## src/rtl/reset_seq_ctrl.sv

```systemverilog
// ---------------------------------------------------------------------------
// reset_seq_ctrl
//
// Reset and clock-enable sequencer for downstream flop blocks. Each reset
// episode walks HOLD -> SETTLE -> RUN:
//   HOLD   : o_sync_reset high, clock enable low, HOLD_CYCLES long once the
//            synchronized external reset is inactive.
//   SETTLE : reset released, clock still gated, SETTLE_CYCLES long.
//   RUN    : clock enabled, o_ready high, until the next reset event.
//
// Reset sources:
//   async_reset_n  : system reset, puts everything back to the power-up state.
//   i_ext_reset_n  : asynchronous external pin, synchronized internally.
//   i_sw_reset_req : software request, sampled on every rising edge.
//
// Ports:
//   clk            in   system clock, rising edge
//   async_reset_n  in   asynchronous active-low system reset
//   i_ext_reset_n  in   asynchronous active-low external reset
//   i_sw_reset_req in   software reset request (each high sample restarts HOLD)
//   o_sync_reset   out  active-high synchronous reset for downstream blocks
//   o_rst_n_sync   out  active-low reset, async assert / sync deassert
//   o_clk_enable   out  downstream clock enable
//   o_ready        out  high only in RUN
//   o_reset_count  out  saturating count of re-entries into HOLD
// ---------------------------------------------------------------------------
module reset_seq_ctrl #(
    parameter int HOLD_CYCLES   = 4,
    parameter int SETTLE_CYCLES = 2,
    parameter int SYNC_STAGES   = 2,
    parameter int CNT_W         = 8
) (
    input  logic       clk,
    input  logic       async_reset_n,
    input  logic       i_ext_reset_n,
    input  logic       i_sw_reset_req,
    output logic       o_sync_reset,
    output logic       o_rst_n_sync,
    output logic       o_clk_enable,
    output logic       o_ready,
    output logic [7:0] o_reset_count
);

    // -----------------------------------------------------------------------
    // Elaboration-time parameter sanity checks
    // -----------------------------------------------------------------------
    localparam int MAX_PERIOD = (HOLD_CYCLES > SETTLE_CYCLES) ? HOLD_CYCLES : SETTLE_CYCLES;

    generate
        if (HOLD_CYCLES < 1) begin : g_bad_hold
            $error("reset_seq_ctrl: HOLD_CYCLES must be >= 1");
        end
        if (SETTLE_CYCLES < 1) begin : g_bad_settle
            $error("reset_seq_ctrl: SETTLE_CYCLES must be >= 1");
        end
        if (SYNC_STAGES < 2) begin : g_bad_sync
            $error("reset_seq_ctrl: SYNC_STAGES must be >= 2");
        end
        if ((64'd1 << CNT_W) <= 64'(MAX_PERIOD)) begin : g_bad_cnt
            $error("reset_seq_ctrl: CNT_W too narrow for HOLD/SETTLE periods");
        end
    endgenerate

    localparam logic [CNT_W-1:0] HOLD_LAST   = CNT_W'(HOLD_CYCLES - 1);
    localparam logic [CNT_W-1:0] SETTLE_LAST = CNT_W'(SETTLE_CYCLES - 1);
    localparam logic [7:0]       COUNT_MAX   = 8'hFF;

    typedef enum logic [1:0] {
        ST_HOLD   = 2'd0,
        ST_SETTLE = 2'd1,
        ST_RUN    = 2'd2
    } state_t;

    // -----------------------------------------------------------------------
    // Reset synchronizer: clears asynchronously, releases SYNC_STAGES edges
    // after async_reset_n deasserts. Deliberately independent of the other
    // reset sources so downstream async-reset flops only see system reset.
    // -----------------------------------------------------------------------
    logic [SYNC_STAGES-1:0] rst_pipe;

    always_ff @(posedge clk or negedge async_reset_n) begin
        if (!async_reset_n) begin
            rst_pipe <= '0;
        end else begin
            rst_pipe <= {rst_pipe[SYNC_STAGES-2:0], 1'b1};
        end
    end

    assign o_rst_n_sync = rst_pipe[SYNC_STAGES-1];

    // -----------------------------------------------------------------------
    // External reset synchronizer. Clears to 0 so the external reset reads
    // as asserted until the chain has filled after power-up.
    // -----------------------------------------------------------------------
    logic [SYNC_STAGES-1:0] ext_pipe;
    logic                   ext_sync;

    always_ff @(posedge clk or negedge async_reset_n) begin
        if (!async_reset_n) begin
            ext_pipe <= '0;
        end else begin
            ext_pipe <= {ext_pipe[SYNC_STAGES-2:0], i_ext_reset_n};
        end
    end

    assign ext_sync = ext_pipe[SYNC_STAGES-1];

    // -----------------------------------------------------------------------
    // Sequencer FSM
    // -----------------------------------------------------------------------
    state_t           state_q;
    state_t           state_d;
    logic [CNT_W-1:0] cnt_q;
    logic [CNT_W-1:0] cnt_d;
    logic             reset_event;
    logic             enter_hold;

    // A low synchronized external reset and a software request are treated
    // identically: both (re)start HOLD with the counter at zero, which is what
    // stretches the hold while either source stays active.
    assign reset_event = !ext_sync || i_sw_reset_req;

    // Only re-entries from SETTLE/RUN are counted; restarts inside HOLD are not.
    assign enter_hold  = reset_event && (state_q != ST_HOLD);

    always_comb begin
        state_d = state_q;
        cnt_d   = cnt_q;

        if (reset_event) begin
            // Reset events win over any normal progression on the same edge.
            state_d = ST_HOLD;
            cnt_d   = '0;
        end else begin
            unique case (state_q)
                ST_HOLD: begin
                    if (cnt_q == HOLD_LAST) begin
                        state_d = ST_SETTLE;
                        cnt_d   = '0;
                    end else begin
                        cnt_d = cnt_q + 1'b1;
                    end
                end
                ST_SETTLE: begin
                    if (cnt_q == SETTLE_LAST) begin
                        state_d = ST_RUN;
                        cnt_d   = '0;
                    end else begin
                        cnt_d = cnt_q + 1'b1;
                    end
                end
                ST_RUN: begin
                    cnt_d = '0;
                end
                default: begin
                    state_d = ST_HOLD;
                    cnt_d   = '0;
                end
            endcase
        end
    end

    always_ff @(posedge clk or negedge async_reset_n) begin
        if (!async_reset_n) begin
            state_q <= ST_HOLD;
            cnt_q   <= '0;
        end else begin
            state_q <= state_d;
            cnt_q   <= cnt_d;
        end
    end

    // -----------------------------------------------------------------------
    // Output registers. They are loaded from the next-state decode so they
    // track state_q exactly, but come straight off flops: the downstream
    // reset and clock-enable nets never see decode glitches.
    // -----------------------------------------------------------------------
    logic sync_reset_q;
    logic run_q;

    always_ff @(posedge clk or negedge async_reset_n) begin
        if (!async_reset_n) begin
            sync_reset_q <= 1'b1;
            run_q        <= 1'b0;
        end else begin
            sync_reset_q <= (state_d == ST_HOLD);
            run_q        <= (state_d == ST_RUN);
        end
    end

    assign o_sync_reset = sync_reset_q;
    assign o_clk_enable = run_q;
    assign o_ready      = run_q;

    // -----------------------------------------------------------------------
    // Saturating re-entry counter; only the system reset clears it.
    // -----------------------------------------------------------------------
    logic [7:0] reset_count_q;

    always_ff @(posedge clk or negedge async_reset_n) begin
        if (!async_reset_n) begin
            reset_count_q <= '0;
        end else if (enter_hold && (reset_count_q != COUNT_MAX)) begin
            reset_count_q <= reset_count_q + 8'd1;
        end
    end

    assign o_reset_count = reset_count_q;

endmodule

```

## config.mk

```make
export PLATFORM = sky130hd
export DESIGN_NAME = reset_seq_ctrl
export DESIGN_NICKNAME = d
export VERILOG_FILES = /design/src/rtl/reset_seq_ctrl.sv
export SDC_FILE = /design/constraint.sdc
export NUM_CORES = 1
export LEC_CHECK = 0
export CORE_MARGIN = 8
export CORE_UTILIZATION = 40
export DETAILED_ROUTE_END_ITERATION = 10
export GPL_TIMING_DRIVEN = 0
export PLACE_DENSITY = 0.62
export SLEW_MARGIN = 5
export SYNTH_ARGS = -nofsm -noshare
export SYNTH_HDL_FRONTEND = slang
export SYNTH_SLANG_ARGS = --single-unit
export TNS_END_PERCENT = 50
```

## constraint.sdc

```tcl
create_clock -name clk -period 2 [get_ports clk]
set_input_delay 0.3 -clock clk [delete_from_list [all_inputs] [get_ports clk]]
set_output_delay 0.3 -clock clk [all_outputs]
set_load 0.01 [all_outputs]
```

# After elaboration in Yosys (flattened, before gate mapping)

Index checks and enable logic that the tools add are counted.

Flip-flop bits (word level): 24
Bits in latches: 0
Memories kept: 0
Output and inout bits: 12
Bits in writable memories: 0
Bits in read-only memories: 0

Add/sub/neg operators: 2
Muxes and demuxes: 8
Equal/unequal tests: 6
Divide/modulo/power cells: 0
$mul: 0
Reductions and logical operators: 7
$lt $le $gt $ge: 0
Shift operators: 0
Bitwise operators: 0

Operators with widths:

| operator                                       | number |
|---|---|
| two-way mux 8 bit                              | 3 |
| adder 8 x 1 -> 8 bit (second input constant)   | 2 |
| one-hot mux 8 bit (2 select lines)             | 1 |
| == test 8 x 1 -> 1 bit (second input constant) | 1 |
| == test 8 x 2 -> 1 bit (second input constant) | 1 |
| inequality test 8 bit (second input constant)  | 1 |
| two-way mux 2 bit                              | 3 |
| one-hot mux 2 bit (3 select lines)             | 1 |
| == test 2 bit (second input constant)          | 2 |
| zero test 2 bit                                | 2 |
| == test 2 x 1 -> 1 bit (second input constant) | 1 |
| logical AND 1 bit                              | 2 |
| nonzero test 2 bit                             | 1 |
| zero test 1 bit                                | 1 |
| logical OR 1 bit                               | 1 |

# Depth between registers and ports, before layout

Depth in word-level cells: 5
Gate-level depth with buffers: 5
Gate-level depth less buffers: 5

# Worst setup path before layout

Ideal clock, no wire load.

Path kind: flip-flop to flip-flop
Start: register reset_count_q[0] (netlist: o_reset_count[0])
End: register reset_count_q[1] (netlist: o_reset_count[1])
Setup time: 0.125 ns
Arrival: 1.417 ns
Setup slack: 0.458 ns
Stages on the path, launching flop included: 5
Cells stage by stage: dfrtp_1 > ha_1 > nand3_1 > o211ai_2 > mux2_2

Longest elaborated chain between the ends: 2
Elaborated cells between the ends (all ways): 3

Ends and longest elaborated chain:

| what                                                         | RTL line | text |
|---|---|---|
| from (decl)                                                  | 198      | `logic [7:0] reset_count_q;` |
| from (signal assigned)                                       | 204      | `reset_count_q <= reset_count_q + 8'd1;` |
| branches (longest 2 deep; another with adder 8 x 1 -> 8 bit) | --       |  |

Parallel ways; which one is timed is not known.
A chain may end at the register's enable or synchronous reset.

# Worst setup path after layout

Start: register sync_reset_q (netlist: o_sync_reset)
End: output o_sync_reset

RTL lines:

| what                   | RTL line | text |
|---|---|---|
| from (decl)            | 178      | `logic sync_reset_q;` |
| from (signal assigned) | 186      | `sync_reset_q <= (state_d == ST_HOLD);` |
| to (decl)              | 37       | `output logic o_sync_reset,` |

No word-level cell between the ends.

==> out/qor.json <==
{
  "synth_sequential_area_ratio": {"value": 0.5726},
  "timing.fmax": {"value": 596.1, "unit": "MHz"},
  "syn_nets": {"value": 96},
  "criticalPathCategory": {"value": "reg -> out"},
  "critical_path.reg2reg.endpoint": {"value": "o_reset_count[1]"},
  "detail_route.drc_violations": {"value": 0},
  "rows": {"value": 18},
  "htree_num_levels": {"value": 1},
  "yosysUniqueCellTypes": {"value": 31},
  "critPathLaunchType": {"value": "flop"},
  "tritoncts.num_buffers": {"value": 3},
  "synth_top_cell_area_share": {"value": 0.5476},
  "synth-edff-count": {"value": 0},
  "yosys_warnings": {"value": 0},
  "top_level_ports": {"value": 16},
  "num_antenna_cells": {"value": 0},
  "synth-compound-area-share": {"value": 0.07262},
  "dpl-instance-area": {"value": 0.001239, "unit": "sq mm"},
  "finalPower": {"value": 0.7954, "unit": "mW"},
  "finalSetupViolCount": {"value": 0},
  "finalWeightedCongestion": {"value": 0.7426},
  "numClockSinks": {"value": 24},
  "postCtsSetupBuffers": {"value": 0},
  "grt_pass1_wl": {"value": 3070, "unit": "microns"},
  "r2r_setup_slack": {"value": 0.33, "unit": "ns"},
  "outcome": {"value": "finished, final reports clean"},
  "drt-pass1-iter-count": {"value": 5},
  "clk_path_buf_depth": {"value": 2},
  "dieHeight": {"value": 67.26, "unit": "microns"},
  "power_density": {"value": 623.9, "unit": "mW/mm^2"},
  "design.die.area": {"value": 0.004524, "unit": "sq mm"},
  "postSynthCellCount": {"value": 89},
  "critical-path-max-stage-delay": {"value": 0.54, "unit": "ns"},
  "synth_flop_cell": {"value": "dfrtp_1"},
  "timing.setup.tns": {"value": 0, "unit": "ns"},
  "cellLeakagePower": {"value": 0.5963, "unit": "nW"},
  "vdd_drop_max": {"value": 0.4930, "unit": "mV"},
  "slew-limit-headroom": {"value": 0.3217},
  "end_kind": {"value": "output pin"},
  "ctsHoldBuffers": {"value": 0},
  "antenna_violating_nets_post_route": {"value": 0},
  "min_delay_worst_endpoint": {"value": "rst_pipe[1]"},
  "wl_per_cell": {"value": 12.54, "unit": "microns"},
  "synthesized_flop_and_latch_total": {"value": 24},
  "worst_skew_pair.late_latency": {"value": 0.31, "unit": "ns"},
  "design.final.nets": {"value": 116},
  "cp.required": {"value": 1.70, "unit": "ns"},
  "path_cells": {"value": "clkdlybuf4s50_1"},
  "crit_path_max_fanout": {"value": 1},
  "post_synth_main_area_contributors": {"value": "dfrtp_1 (55%), xor2_1 (8.3%), nor2_1 (3.9%), ha_1 (3.6%), dfstp_2 (2.5%)"},
  "hp-start": {"value": "rst_pipe[0]"},
  "tightest_slew": {"value": 1.014, "unit": "ns"},
  "timing.hold.worst_path_depth": {"value": 0},
  "synthAdderAreaFrac": {"value": 0.03571},
  "critical_path.top_delay_family": {"value": "flip-flops"},
  "finish.cell_count_without_fillers": {"value": 138},
  "ff2ff_path_depth": {"value": 4},
  "grtUsageTotal": {"value": 0.08973},
  "combinational_family_with_the_most_area_after_synthesis": {"value": "simple AND/OR/NAND/NOR gates"},
  "drive_gt1_frac": {"value": 0.1481},
  "timing.clock.skew": {"value": 0.01047, "unit": "ns"},
  "post_synth_instance_area": {"value": 0.001051, "unit": "sq mm"},
  "filler_cell_count": {"value": 235},
  "floorplan.core_area": {"value": 0.002477, "unit": "sq mm"},
  "finalMaxSlewViolations": {"value": 0},
  "grt_antenna_before_repair": {"value": 0},
  "synth.mux.area_fraction": {"value": 0.01071},
  "area_share_of_and_or_nand_nor_cells_after_synthesis": {"value": 0.1821},
  "initialDrtViolationCount": {"value": 27},
  "drt-vias-per-instance": {"value": 5.109},
  "place_inst": {"value": 134},
  "most_common_cell_in_the_synthesized_netlist": {"value": "dfrtp_1"},
  "cts.clk_slew.worst_paths": {"value": 0.13, "unit": "ns"},
  "post_synth_most_frequent_cells": {"value": "dfrtp_1 (23), nor2_1 (11), xor2_1 (10)"},
  "initial_utilization": {"value": 0.4242},
  "grt_pass1_vias": {"value": 686},
  "period_minus_slack": {"value": 1.678, "unit": "ns"},
  "timing.hold.worst.class": {"value": "reg -> reg"},
  "cp_num_buf_inv": {"value": 1},
  "area_growth": {"value": 21.31, "unit": "%"},
  "worst_path_max_delay_cell": {"value": "dfstp_2"},
  "globalRoute.totalOverflow": {"value": 0},
  "synth_xor_xnor_area_share": {"value": 0.1083},
  "cp_data_arrival_time": {"value": 1.38, "unit": "ns"},
  "io_buffer_count": {"value": 15},
  "syn_avg_cell_area": {"value": 11.81, "unit": "sq um"},
  "tritoncts": {"value": "yes"},
  "timing.hold.ws": {"value": 0.3593, "unit": "ns"},
  "cts_root_buf": {"value": "clkbuf_4"},
  "maximum_number_of_pins_on_one_net_before_global_route_repair": {"value": 25},
  "die_width": {"value": 67.26, "unit": "microns"},
  "worst_r2r_startpoint": {"value": "o_reset_count[0]"},
  "cts.repair.resized": {"value": 0},
  "route.vias.total": {"value": 705},
  "maxCapViolCount": {"value": 0},
  "synth.largest_area_cell": {"value": "dfrtp_1"},
  "timing.final.hold_violations": {"value": 0},
  "final_cell_area": {"value": 0.001275, "unit": "sq mm"},
  "postSynth.asyncResetShare": {"value": 1.000},
  "min_period_over_period": {"value": 0.8388},
  "drt_wl_total": {"value": 1731, "unit": "microns"},
  "rsz0062_at_grt": {"value": "false"},
  "hpwl_after_detailed_placement": {"value": 1298, "unit": "microns"}
}
## layout by cell type, fill, tap and decap left out, drive strengths merged
master	instances
nand4	2
nand4b	1
dfstp	1
xnor2	3
clkbuf	4
nor2b	1
and3	2
clkdlybuf4s50	15
a211oi	1
nand2b	2
a21o	1
ha	3
xor2	10
nor4	1
o211ai	1
dfrtp	23
buf	1
a211o	2
inv	2
conb	1
nor3	3
and2	1
nand3	4
a21oi	3
or2	1
nor2	11
nand2	5
a21bo	1
or4	1
mux2	1
## worst max-delay path by stage
stage                           from  depth (start not counted)               end
global route        o_reset_count[0]                          4  o_reset_count[1]
detailed placement    i_sw_reset_req                          5  o_reset_count[7]
CTS                     o_sync_reset                          1      o_sync_reset
finish                  o_sync_reset                          1      o_sync_reset
floorplan           o_reset_count[0]                          4  o_reset_count[1]
global placement      i_sw_reset_req                          5  o_reset_count[7]
## cell type report
cell class | instances | area [sq um] | share of cell area
sequential | 24 | 601.8 | 0.4720
tap | 30 | 37.54 | 0.02944
buffer | 1 | 7.507 | 0.005888
clock buffer | 4 | 36.28 | 0.02846
timing repair buffer | 15 | 150.1 | 0.1178
multi-input combinational | 62 | 434.2 | 0.3405
inverter | 2 | 7.507 | 0.005888
## stage by stage
| step | setup WS, ns | util |
|---|---|---|
| 2_1_floorplan | 0.4579 | - |
| 3_3_place_gp | 0.1224 | 0.5000 |
| 3_5_place_dp | 0.09220 | 0.5000 |
| 5_1_grt | 0.2479 | 0.5146 |
| 4_1_cts | 0.3022 | 0.5146 |
| 6_report | 0.3223 | 0.5146 |
## state kept, by name, summed over array words and instances (netlist names)
| register | cells |
|---|---|
| cnt_q | 8 |
| ext_pipe | 2 |
| o_clk_enable | 1 |
| o_reset_count | 8 |
| o_sync_reset | 1 |
| rst_pipe | 2 |
| state_q | 2 |
## report_power, final
group	total (mW)	switching (mW)	internal (mW)
clock	0.249	0.138	0.111
combinational	0.0434	0.0231	0.0203
sequential	0.503	0.00764	0.495
## per-layer routing
| metal | routed length, microns | share of wire | vias to the layer above | GRT usage |
|---|---|---|---|---|
| met2 | 839 | 0.48 | 13 | 0.1446 |
| met4 | 0 | 0 | 0 | 0.03133 |
| met1 | 774 | 0.45 | 355 | 0.1032 |
| li1 | - | - | 337 | - |
| met5 | 0 | 0 | - | 0 |
| met3 | 117 | 0.068 | 0 | 0.04139 |
## logic make-up after synthesis
family                     after synthesis
DFF                                     24
AOI/OAI and AO/OA                        9
xor gates and xnor gates                13
adders and majority gates                3
and+or+nand+nor                         35
muxes                                    1
other                                    1
buffers and inverters                    3
No activity file was read; power rests on OpenSTA's default activity.
